`config.mk`:
```
export PLATFORM = sky130hd
export DESIGN_NAME = ps2_key_display
export DESIGN_NICKNAME = d
export VERILOG_FILES = /design/src/rtl/ps2_pkg.sv /design/src/rtl/hex7seg.sv /design/src/rtl/ps2_key_display.sv
export SDC_FILE = /design/constraint.sdc
export NUM_CORES = 1
export LEC_CHECK = 0
export CAP_MARGIN = 20
export CORE_UTILIZATION = 52
export DETAILED_ROUTE_END_ITERATION = 12
export PLACE_DENSITY_LB_ADDON = 0.12
export SETUP_SLACK_MARGIN = 0.05
export SLEW_MARGIN = 30
export SYNTH_ARGS = -nofsm -noshare
export SYNTH_HDL_FRONTEND = slang
export SYNTH_SLANG_ARGS = --single-unit
```
`constraint.sdc`:
```
create_clock -name clk -period 3.6 [get_ports clk]
set_input_delay 0.54 -clock clk [delete_from_list [all_inputs] [get_ports clk]]
set_output_delay 0.54 -clock clk [all_outputs]
set_load 0.05 [all_outputs]
```
`src/rtl/ps2_pkg.sv`:
```
// Shared PS/2 display definitions: scan-code constants, the blank pattern and
// the set-2 scan code to ASCII translation.
package ps2_pkg;

  localparam logic [7:0] SC_NONE  = 8'h00;
  localparam logic [7:0] SC_BREAK = 8'hF0;
  localparam logic [7:0] SC_EXT   = 8'hE0;

  localparam logic [7:0] ASCII_NONE = 8'h00;

  // Active-low pattern with every segment dark.
  localparam logic [6:0] SEG_BLANK = 7'h7F;

  localparam int unsigned NUM_DIGITS = 6;

  // Codes outside the table (including break/extended prefixes) map to ASCII_NONE.
  function automatic logic [7:0] ps2_to_ascii(input logic [7:0] code);
    logic [7:0] chr;
    case (code)
      8'h1C:   chr = 8'h61; // a
      8'h32:   chr = 8'h62;
      8'h21:   chr = 8'h63;
      8'h23:   chr = 8'h64;
      8'h24:   chr = 8'h65;
      8'h2B:   chr = 8'h66;
      8'h34:   chr = 8'h67;
      8'h33:   chr = 8'h68;
      8'h43:   chr = 8'h69;
      8'h3B:   chr = 8'h6A;
      8'h42:   chr = 8'h6B;
      8'h4B:   chr = 8'h6C;
      8'h3A:   chr = 8'h6D;
      8'h31:   chr = 8'h6E;
      8'h44:   chr = 8'h6F;
      8'h4D:   chr = 8'h70;
      8'h15:   chr = 8'h71;
      8'h2D:   chr = 8'h72;
      8'h1B:   chr = 8'h73;
      8'h2C:   chr = 8'h74;
      8'h3C:   chr = 8'h75;
      8'h2A:   chr = 8'h76;
      8'h1D:   chr = 8'h77;
      8'h22:   chr = 8'h78;
      8'h35:   chr = 8'h79;
      8'h1A:   chr = 8'h7A; // z
      8'h45:   chr = 8'h30; // 0
      8'h16:   chr = 8'h31;
      8'h1E:   chr = 8'h32;
      8'h26:   chr = 8'h33;
      8'h25:   chr = 8'h34;
      8'h2E:   chr = 8'h35;
      8'h36:   chr = 8'h36;
      8'h3D:   chr = 8'h37;
      8'h3E:   chr = 8'h38;
      8'h46:   chr = 8'h39; // 9
      8'h29:   chr = 8'h20; // space
      8'h5A:   chr = 8'h0D; // enter
      default: chr = ASCII_NONE;
    endcase
    return chr;
  endfunction

endpackage

```
`src/rtl/hex7seg.sv`:
```
// Hex nibble to 7-segment pattern (seg[0]=a .. seg[6]=g), with forced blanking
// and selectable output polarity.
module hex7seg
  import ps2_pkg::*;
#(
  parameter bit SEG_ACTIVE_LOW = 1'b1
) (
  input  logic [3:0] nib_i,
  input  logic       blank_i,
  output logic [6:0] seg_o
);

  logic [6:0] pat_s;

  // Active-low glyph lookup; blank overrides the nibble.
  always_comb begin
    pat_s = SEG_BLANK;
    if (blank_i) begin
      pat_s = SEG_BLANK;
    end else begin
      case (nib_i)
        4'h0:    pat_s = 7'h40;
        4'h1:    pat_s = 7'h79;
        4'h2:    pat_s = 7'h24;
        4'h3:    pat_s = 7'h30;
        4'h4:    pat_s = 7'h19;
        4'h5:    pat_s = 7'h12;
        4'h6:    pat_s = 7'h02;
        4'h7:    pat_s = 7'h78;
        4'h8:    pat_s = 7'h00;
        4'h9:    pat_s = 7'h10;
        4'hA:    pat_s = 7'h08;
        4'hB:    pat_s = 7'h03;
        4'hC:    pat_s = 7'h46;
        4'hD:    pat_s = 7'h21;
        4'hE:    pat_s = 7'h06;
        4'hF:    pat_s = 7'h0E;
        default: pat_s = SEG_BLANK;
      endcase
    end
  end

  assign seg_o = SEG_ACTIVE_LOW ? pat_s : ~pat_s;

endmodule

```
`src/rtl/ps2_key_display.sv`:
```
// Registered display back-end: scan code -> ASCII, and data/ASCII/count bytes
// onto six hex digits, all updated together one clock after the inputs.
module ps2_key_display
  import ps2_pkg::*;
#(
  parameter bit SEG_ACTIVE_LOW = 1'b1
) (
  input  logic       clk,
  input  logic       rst,
  input  logic [7:0] data,
  input  logic [7:0] counts,
  output logic [7:0] ascii,
  output logic [6:0] seg0,
  output logic [6:0] seg1,
  output logic [6:0] seg2,
  output logic [6:0] seg3,
  output logic [6:0] seg4,
  output logic [6:0] seg5
);

  localparam logic [6:0] BLANK_PAT = SEG_ACTIVE_LOW ? SEG_BLANK : ~SEG_BLANK;

  logic [7:0] ascii_d;
  logic [7:0] ascii_q;
  logic       data_vld_s;
  logic       blank_data_s;
  logic       blank_ascii_s;
  logic [3:0] nib_s   [NUM_DIGITS];
  logic       blank_s [NUM_DIGITS];
  logic [6:0] seg_d   [NUM_DIGITS];
  logic [6:0] seg_q   [NUM_DIGITS];

  // Translation and blanking decisions for the value being sampled this edge.
  always_comb begin
    ascii_d       = ps2_to_ascii(data);
    data_vld_s    = (data != SC_NONE) && (data != SC_BREAK);
    blank_data_s  = !data_vld_s;
    blank_ascii_s = !data_vld_s || (ascii_d == ASCII_NONE);
  end

  // Digit order: data lo/hi, ascii lo/hi, counts lo/hi; counts never blank.
  always_comb begin
    nib_s[0]   = data[3:0];
    nib_s[1]   = data[7:4];
    nib_s[2]   = ascii_d[3:0];
    nib_s[3]   = ascii_d[7:4];
    nib_s[4]   = counts[3:0];
    nib_s[5]   = counts[7:4];
    blank_s[0] = blank_data_s;
    blank_s[1] = blank_data_s;
    blank_s[2] = blank_ascii_s;
    blank_s[3] = blank_ascii_s;
    blank_s[4] = 1'b0;
    blank_s[5] = 1'b0;
  end

  for (genvar g = 0; g < NUM_DIGITS; g++) begin : g_digit
    hex7seg #(
      .SEG_ACTIVE_LOW(SEG_ACTIVE_LOW)
    ) u_hex7seg (
      .nib_i  (nib_s[g]),
      .blank_i(blank_s[g]),
      .seg_o  (seg_d[g])
    );
  end

  // Output registers; reset blanks every digit and clears the ASCII byte.
  always_ff @(posedge clk) begin
    if (rst) begin
      ascii_q <= ASCII_NONE;
      for (int i = 0; i < NUM_DIGITS; i++) begin
        seg_q[i] <= BLANK_PAT;
      end
    end else begin
      ascii_q <= ascii_d;
      for (int i = 0; i < NUM_DIGITS; i++) begin
        seg_q[i] <= seg_d[i];
      end
    end
  end

  assign ascii = ascii_q;
  assign seg0  = seg_q[0];
  assign seg1  = seg_q[1];
  assign seg2  = seg_q[2];
  assign seg3  = seg_q[3];
  assign seg4  = seg_q[4];
  assign seg5  = seg_q[5];

endmodule

```
# Word level (Yosys, flattened, before mapping)
# Memories as Yosys holds them, arrays and structs flattened.
# Cells that the tools add are included.
[totals] reg_bits=8 ram_bits=42 mem_bits_ro=1568 in_bits=18 word_cells=35 mem_count=8
[mem_list] memory="(no name shown)" words=128 width=7 rd=1 rd_ports_with_merged_regs=0 wr=0 line_no="ps2_pkg.sv:19" source="case (code)"
[mem_list] memory="(no name shown)" words=16 width=7 rd=1 rd_ports_with_merged_regs=0 wr=0 line_no="hex7seg.sv:21" source="case (nib_i)"
[mem_list] memory="(no name shown)" words=16 width=7 rd=1 rd_ports_with_merged_regs=0 wr=0 line_no="hex7seg.sv:21"
[mem_list] memory="(no name shown)" words=16 width=7 rd=1 rd_ports_with_merged_regs=0 wr=0 line_no="hex7seg.sv:21"
[mem_list] memory="(no name shown)" words=16 width=7 rd=1 rd_ports_with_merged_regs=0 wr=0 line_no="hex7seg.sv:21"
[mem_list] memory="(no name shown)" words=16 width=7 rd=1 rd_ports_with_merged_regs=0 wr=0 line_no="hex7seg.sv:21"
[mem_list] memory="+2 memories"
[classes] eq_ne=1 mux=14 bitwise_logic=6 reduce_logical=5
[ops] operator="7-bit two-way mux" count=10
[ops] operator="8-bit logical NOT" count=1
[ops] operator="8-bit two-way mux" count=1
[ops] operator="8-bit inequality test (second input constant)" count=1
[ops] operator="8-bit nonzero test" count=1
[ops] operator="1-bit OR" count=6
[ops] operator="1-bit two-way mux" count=3
[ops] operator="1-bit logical AND" count=1
[ops] operator="1-bit logical NOT" count=1
[ops] operator="1-bit logical OR" count=1

# Depth between registers and ports, before layout
# Gate-level depths: netlist of the first run.
[logic_depth] ltp_word=6 mapped_depth=14 ltp_nobuf=13

# Modules after synthesis
# From an unflattened synthesis of the first run, not the netlist that was laid out.
[hier_totals] hier_cells=453 area_unflattened_um2=3985.1
[modules_own_cells] module="ps2_key_display" instances=1 cells_per_inst=243 area_per_inst_um2=2194.6 seq_area_each_um2=980.9
[modules_own_cells] module="hex7seg (g_digit[0].u_hex7seg ...)" instances=5 cells_per_inst=35 area_per_inst_um2=299.0 seq_area_each_um2=0.0
[modules_own_cells] module="hex7seg (g_digit[1].u_hex7seg)" instances=1 cells_per_inst=35 area_per_inst_um2=295.3 seq_area_each_um2=0.0

# Least setup slack after synthesis of the first run
# Ideal clock, no wire load.
[synth_timing] kind="input to register" from="in data[1]" to="mem seg_q[2][6]" t_arrival_ps=2755 t_required_ps=3478 path_slack_ps=723 stages=12 n_path_buf=1 path_cell_list="buf_2 > inv_1 > ha_1 > nand2_1 > and3_1 > o31ai_1 > a41o_1 > nand2_1 > ha_1 > a31oi_1 > nand2_1 > a221o_1"
[synth_rtl] element="from (decl)" line_no="ps2_key_display.sv:10" source="input logic [7:0] data,"
[synth_rtl] element="to (decl)" line_no="ps2_key_display.sv:31" source="logic [6:0] seg_q [NUM_DIGITS];"

==> results of run 1 <==
-- synthesized netlist by cell type, types with 2 or more instances --
cell type / n / share of area [%]
sky130_fd_sc_hd__o2111ai_1: 3 / 0.81
sky130_fd_sc_hd__nor4_1: 2 / 0.39
sky130_fd_sc_hd__mux2i_1: 14 / 4.3
sky130_fd_sc_hd__o211ai_2: 3 / 1.2
sky130_fd_sc_hd__o21ai_0: 17 / 2.6
sky130_fd_sc_hd__buf_6: 4 / 1.4
sky130_fd_sc_hd__and3_1: 2 / 0.39
sky130_fd_sc_hd__or3_1: 3 / 0.58
sky130_fd_sc_hd__o21ai_2: 2 / 0.54
sky130_fd_sc_hd__clkbuf_1: 12 / 1.4
sky130_fd_sc_hd__mux2_2: 4 / 1.4
sky130_fd_sc_hd__nand3_1: 8 / 1.2
sky130_fd_sc_hd__dfxtp_1: 49 / 30
sky130_fd_sc_hd__a211o_1: 7 / 1.9
sky130_fd_sc_hd__buf_2: 5 / 0.77
sky130_fd_sc_hd__o221ai_1: 5 / 1.4
sky130_fd_sc_hd__ha_1: 36 / 14
sky130_fd_sc_hd__nor3_1: 8 / 1.2
sky130_fd_sc_hd__o211ai_1: 8 / 1.9
sky130_fd_sc_hd__and2b_1: 3 / 0.70
sky130_fd_sc_hd__nor2_1: 35 / 4.1
sky130_fd_sc_hd__nor2b_1: 7 / 1.4
sky130_fd_sc_hd__a21o_1: 2 / 0.46
sky130_fd_sc_hd__a21oi_1: 11 / 1.7
sky130_fd_sc_hd__or2_2: 2 / 0.39
sky130_fd_sc_hd__nand2_1: 43 / 5.0
sky130_fd_sc_hd__o21a_1: 3 / 0.70
sky130_fd_sc_hd__inv_1: 22 / 2.5
sky130_fd_sc_hd__o311ai_0: 5 / 1.4
sky130_fd_sc_hd__o31ai_1: 2 / 0.46
sky130_fd_sc_hd__a221o_1: 6 / 1.9
sky130_fd_sc_hd__a311oi_1: 3 / 0.81
sky130_fd_sc_hd__mux4_2: 3 / 2.1
sky130_fd_sc_hd__buf_4: 4 / 0.93
sky130_fd_sc_hd__nand2b_1: 5 / 0.97
sky130_fd_sc_hd__a31oi_1: 4 / 0.77
sky130_fd_sc_hd__a22oi_1: 2 / 0.46
-- state kept, by name (all words and copies together), names as in the netlist --
name   flops
seg_q     42
ascii      7
-- cells by family after synthesis --
group	after synthesis
AOI/OAI and AO/OA	95
xor gates and xnor gates	1
adders and majority gates	36
buffers and inverters	48
DFF	49
muxes	21
other	1
and+or+nand+nor	123
-- worst paths after layout --
path | end | startpoint | cells past startpoint
worst min-delay path | seg_q[4][1] | counts[1] | 3
worst max-delay path | seg_q[2][0] | data[0] | 11
-- power breakdown --
part	switching, mW	internal, mW	leakage (nW)
combinational	0.363	0.212	1.41
clock	0.167	0.128	0.0399
sequential	0.0120	0.590	0.409
-- cell type report --
type	count	area (µm²)
Clock buffer	5	68.82
Clock inverter	1	5.005
Fill cell	497	1772
Inverter	22	82.58
Multi-Input combinational cell	277	2027
Sequential cell	49	980.9
Tap cell	75	93.84
Timing Repair Buffer	98	925.9
-- routing by layer --
metal	vias up	share of wire, %	GRT usage [%]
met5	-	0	0
met4	0	2.5	10.00
met3	19	6.2	3.933
met2	114	47	43.87
met1	1382	44	32.44
li1	1497	-	-
-- worst max-delay path: cells and delay by family --
family	cells	cell delay, ns
compound gates	5	1.47
simple gates	2	0.25
fa+ha+maj	1	0.36
buf+inv	3	0.80
==> reports/qor.csv, run 1 <==
metric,value,unit
synthDistinctLibCells,57,
number_of_enable_type_register_cells_in_the_synthesized_netlist,0,
tritoncts,done,
layout_common_cells,"sky130_fd_sc_hd__clkdlybuf4s50_1 (66), sky130_fd_sc_hd__dfxtp_1 (49), sky130_fd_sc_hd__nand2_1 (43)",
ctsResizeCount,0,
first_global_vias,2785,
io_pins,68,
criticalPathCategory,primary input to flip-flop,
layout.cell_area.non_filler,0.004184,mm²
maxCapViolations,0,
hp_class,primary input to flip-flop,
die_h,80.93,µm
postCtsSetupRepairBufs,0,
synth-adder-area-share,13.90,%
synthCells,374,
final_worst_hold_slack,0.9883,ns
timing_worst_slew_pin_value,0.5171,ns
dpl_cell_area,0.004110,mm²
postRouteWirelength,8.151,mm
crit_path_max_incr_delay,0.46,ns
synthesis.nets,428,
post_detail_place_hpwl,6.184,mm
vias_per_cell,5.715,
starting_utilization_of_the_core_area,54.39,%
post-place-cells,521,
grt_max_degree,36,
synth-xor-area-share,0.2704,%
clockBufferDepth,2,
mappedNetlistArea,0.003239,mm²
synth_compound_gate_area_share,23.10,%
design.core.area,0.005956,mm²
crit_required,3.77,ns
final_antenna_net_count,0,
placementRows,28,
grt_first_pass_wirelength,13.09,mm
io_buffer_count,66,
drt-wirelength-per-cell,15.47,µm
maxClockFrequency,306.4,MHz
finalNonFillerCells,527,
drt_pass1_iterations,5,
hold_fails_final_rpt,0,
setup.worst_path.end_class,flip-flop,
holdBufCountCts,0,
antenna_found_initial,0,
drt_iter0_drc,176,
die-width,80.93,µm
postLayoutCoreUtil,70.25,%
worstPathCellList,clkdlybuf4s50_1 > inv_1 > ha_1 > nor4b_1 > buf_4 > o41ai_2 > o31ai_1 > a211o_1 > nand2_1 > o21a_1 > o21ai_0,
rsz_0062_raised_after_global_routing,false,
final_weighted_congestion_in_routability_driven_placement,0.9841,
power.density_cell_area,351.8,mW/mm²
timing.final.crit_share,90.65,%
maxSlewViolCount,0,
vdd.ir_drop.worst,0.2514,mV
timing.critical_path.arrival,3.43,ns
placement.setup.worst_slack,0.06290,ns
static-leakage-power,1.862,nW
design_power_total,1.472,mW
finalNetCount,507,
fin_tns_setup,0,ns
ys_ff_latch,49,
layout.cells.most_common,sky130_fd_sc_hd__clkdlybuf4s50_1,
cts_htree_levels,2,
synth_mux_area_share,7.802,%
count_of_yosys_warnings_during_synthesis,0,
worst-path-max-fanout,10,
critPathLaunchType,primary input,
seq_area_frac_synth,30.28,%
drive_gt1_share,12.39,%
min_period,3.263,ns
global_route.overflow_total,0,
cts-buffers-inserted,5,
slew-limit-headroom,65.47,%
finalSetupViolCount,0,
drc,0,
ys_async_sr_fraction,0,%
clock-root-buffer,sky130_fd_sc_hd__clkbuf_8,
synth.avg_cell_area,8.661,µm²
synth-simple-area-share,17.38,%
status,finished clean,
via_count,3012,
clock_sinks,49,
timing.critical_path.slowest_stage_cell,sky130_fd_sc_hd__clkdlybuf4s50_1,
yosys_most_used_dff,sky130_fd_sc_hd__dfxtp_1,
track_usage,25.75,%
areaGrowthSynthToFinish,29.16,%
synth_top_family_by_area,compound AO/OA/AOI/OAI gates,
worst_setup_hold_path_clk_slew,0.08,ns
antenna_cells_inserted,0,
floorplan.die_area,0.006549,mm²
final_critical_path_setup_slack,0.3366,ns
No activity file was read; power rests on OpenSTA's default activity.
==> run 2, diff against run 1 <==
==> constraint.sdc (replaced) <==
create_clock -name clk -period 3.6 [get_ports clk]
set_input_delay 0.72 -clock clk [delete_from_list [all_inputs] [get_ports clk]]
set_output_delay 0.72 -clock clk [all_outputs]
set_load 0.05 [all_outputs]
==> reports/qor.csv, run 2 (same netlist as run 1, synthesis figures left out) <==
metric,value,unit,change
status,finished clean,,
layout_common_cells,"sky130_fd_sc_hd__clkdlybuf4s50_1 (66), sky130_fd_sc_hd__dfxtp_1 (49), sky130_fd_sc_hd__nand2_1 (43), sky130_fd_sc_hd__buf_4 (43), sky130_fd_sc_hd__ha_1 (36)",,
maxCapViolations,0,,unchanged
critPathLaunchType,primary input,,
layout.cell_area.non_filler,0.004340,mm²,+3.7%
register_bank_with_the_most_flops,seg_q,,
tritoncts,done,,
criticalPathCategory,primary input to flip-flop,,
finalNonFillerCells,543,,+3.0%
drc,0,,unchanged
global_route.overflow_total,0,,unchanged
cts-buffers-inserted,5,,unchanged
floorplan.die_area,0.006549,mm²,unchanged
io_buffer_count,66,,unchanged
hold_fails_final_rpt,0,,unchanged
finalSetupViolCount,0,,unchanged
placementRows,28,,unchanged
postRouteWirelength,8.009,mm,-1.7%
slew-limit-headroom,63.05,%,-2.4 points
nFillCells,469,,-5.6%
clockBufferDepth,2,,unchanged
final_antenna_net_count,0,,unchanged
design.core.area,0.005956,mm²,unchanged
min_period,3.252,ns,-0.01180 ns
timing.final.crit_share,90.32,%,-0.33 points
timing.critical_path.arrival,3.46,ns,+0.03 ns
postCtsSetupRepairBufs,0,,unchanged
maxClockFrequency,307.5,MHz,+0.36%
worst-path-max-fanout,5,,-5
cts_htree_levels,2,,unchanged
static-leakage-power,1.952,nW,+4.8%
clock_sinks,49,,unchanged
drive_gt1_share,15.38,%,+3.0 points
design_power_total,1.590,mW,+8.0%
clock-root-buffer,sky130_fd_sc_hd__clkbuf_8,,
multi_input_comb_area,0.002027,mm²,unchanged
drt-wirelength-per-cell,14.75,µm,-4.6%
drt_iter0_drc,122,,-31%
first_global_vias,2836,,+1.8%
worstHoldPathCells,3,,unchanged
drt_pass1_iterations,4,,-1
holdBufCountCts,0,,unchanged
vdd.ir_drop.worst,0.2681,mV,+6.6%
vias_per_cell,5.672,,-0.76%
post_detail_place_hpwl,6.169,mm,-0.25%
finalNetCount,521,,+2.8%
largest_reg_flops,42,,unchanged
io_pins,68,,unchanged
seqCellArea,980.9,µm²,unchanged
antenna_found_initial,0,,unchanged
timing.critical_path.from,data[1],,
layout.cells.most_common,sky130_fd_sc_hd__clkdlybuf4s50_1,,
antenna_cells_inserted,0,,unchanged
final_worst_hold_slack,1.162,ns,+0.1738 ns
rsz_0062_raised_after_global_routing,false,,
track_usage,25.53,%,-0.23 points
timing_worst_slew_pin_value,0.5492,ns,+0.03216 ns
via_count,3080,,+2.3%
setup.worst_path.end_class,flip-flop,,
dpl_cell_area,0.004228,mm²,+2.9%
grt_max_degree,36,,unchanged
die-width,80.93,µm,unchanged
ctsResizeCount,0,,unchanged
starting_utilization_of_the_core_area,54.39,%,unchanged
areaGrowthSynthToFinish,33.99,%,
fin_tns_setup,0,ns,unchanged
worst_setup_hold_path_clk_slew,0.09,ns,about the same
crit_required,3.81,ns,+0.04 ns
hp-start,counts[1],,
power.density_cell_area,366.2,mW/mm²,+4.1%
post-place-cells,535,,+2.7%
maxSlewViolCount,0,,unchanged
grt_first_pass_wirelength,13.05,mm,-0.27%
hp_class,primary input to flip-flop,,
die_h,80.93,µm,unchanged
final_weighted_congestion_in_routability_driven_placement,1.050,,+6.7%
[run 2: worst max-delay path, cell delays in order]
cell	delay (ns)
sky130_fd_sc_hd__clkdlybuf4s50_1	0.55
sky130_fd_sc_hd__inv_1	0.10
sky130_fd_sc_hd__ha_1	0.35
sky130_fd_sc_hd__nand2_1	0.15
sky130_fd_sc_hd__a211o_1	0.32
sky130_fd_sc_hd__a21oi_1	0.12
sky130_fd_sc_hd__a41o_1	0.13
sky130_fd_sc_hd__nand2_1	0.09
sky130_fd_sc_hd__ha_1	0.22
sky130_fd_sc_hd__a31oi_1	0.27
sky130_fd_sc_hd__nand2_1	0.10
sky130_fd_sc_hd__a221o_1	0.34
[run 2: final timing paths]
check	end
hold / removal	seg_q[4][1]
setup / recovery	seg_q[2][6]
[run 2: stage by stage]
step | setup slack (ns) | utilization, %
after detailed placement | 0.04938 | 70.99
after floorplan | 0.5434 | -
after CTS | 0.3648 | 72.88
final | 0.3484 | 72.88
after global placement | 0.1392 | 70.99
after global routing | 0.1578 | 72.88
[run 2: area by class of cell]
cell class	count	area share (%)
Multi-Input combinational cell	277	46.70
Timing Repair Buffer	112	24.04
Sequential cell	49	22.60
Tap cell	75	2.162
Inverter	22	1.903
Clock buffer	5	1.585
Clock inverter	3	1.009
[run 2: layer usage]
metal  routed length, µm  track usage, %
met1                3520           32.33
met2                3845           43.45
met3                 477           4.045
met4                 166           9.286
met5                   0               0
[run 2: report_power, final]
part | leakage [nW] | switching (mW) | internal [mW] | total [mW]
registers | 0.409 | 0.0116 | 0.590 | 0.602
clock network | 0.0585 | 0.188 | 0.208 | 0.396
logic | 1.48 | 0.364 | 0.227 | 0.592
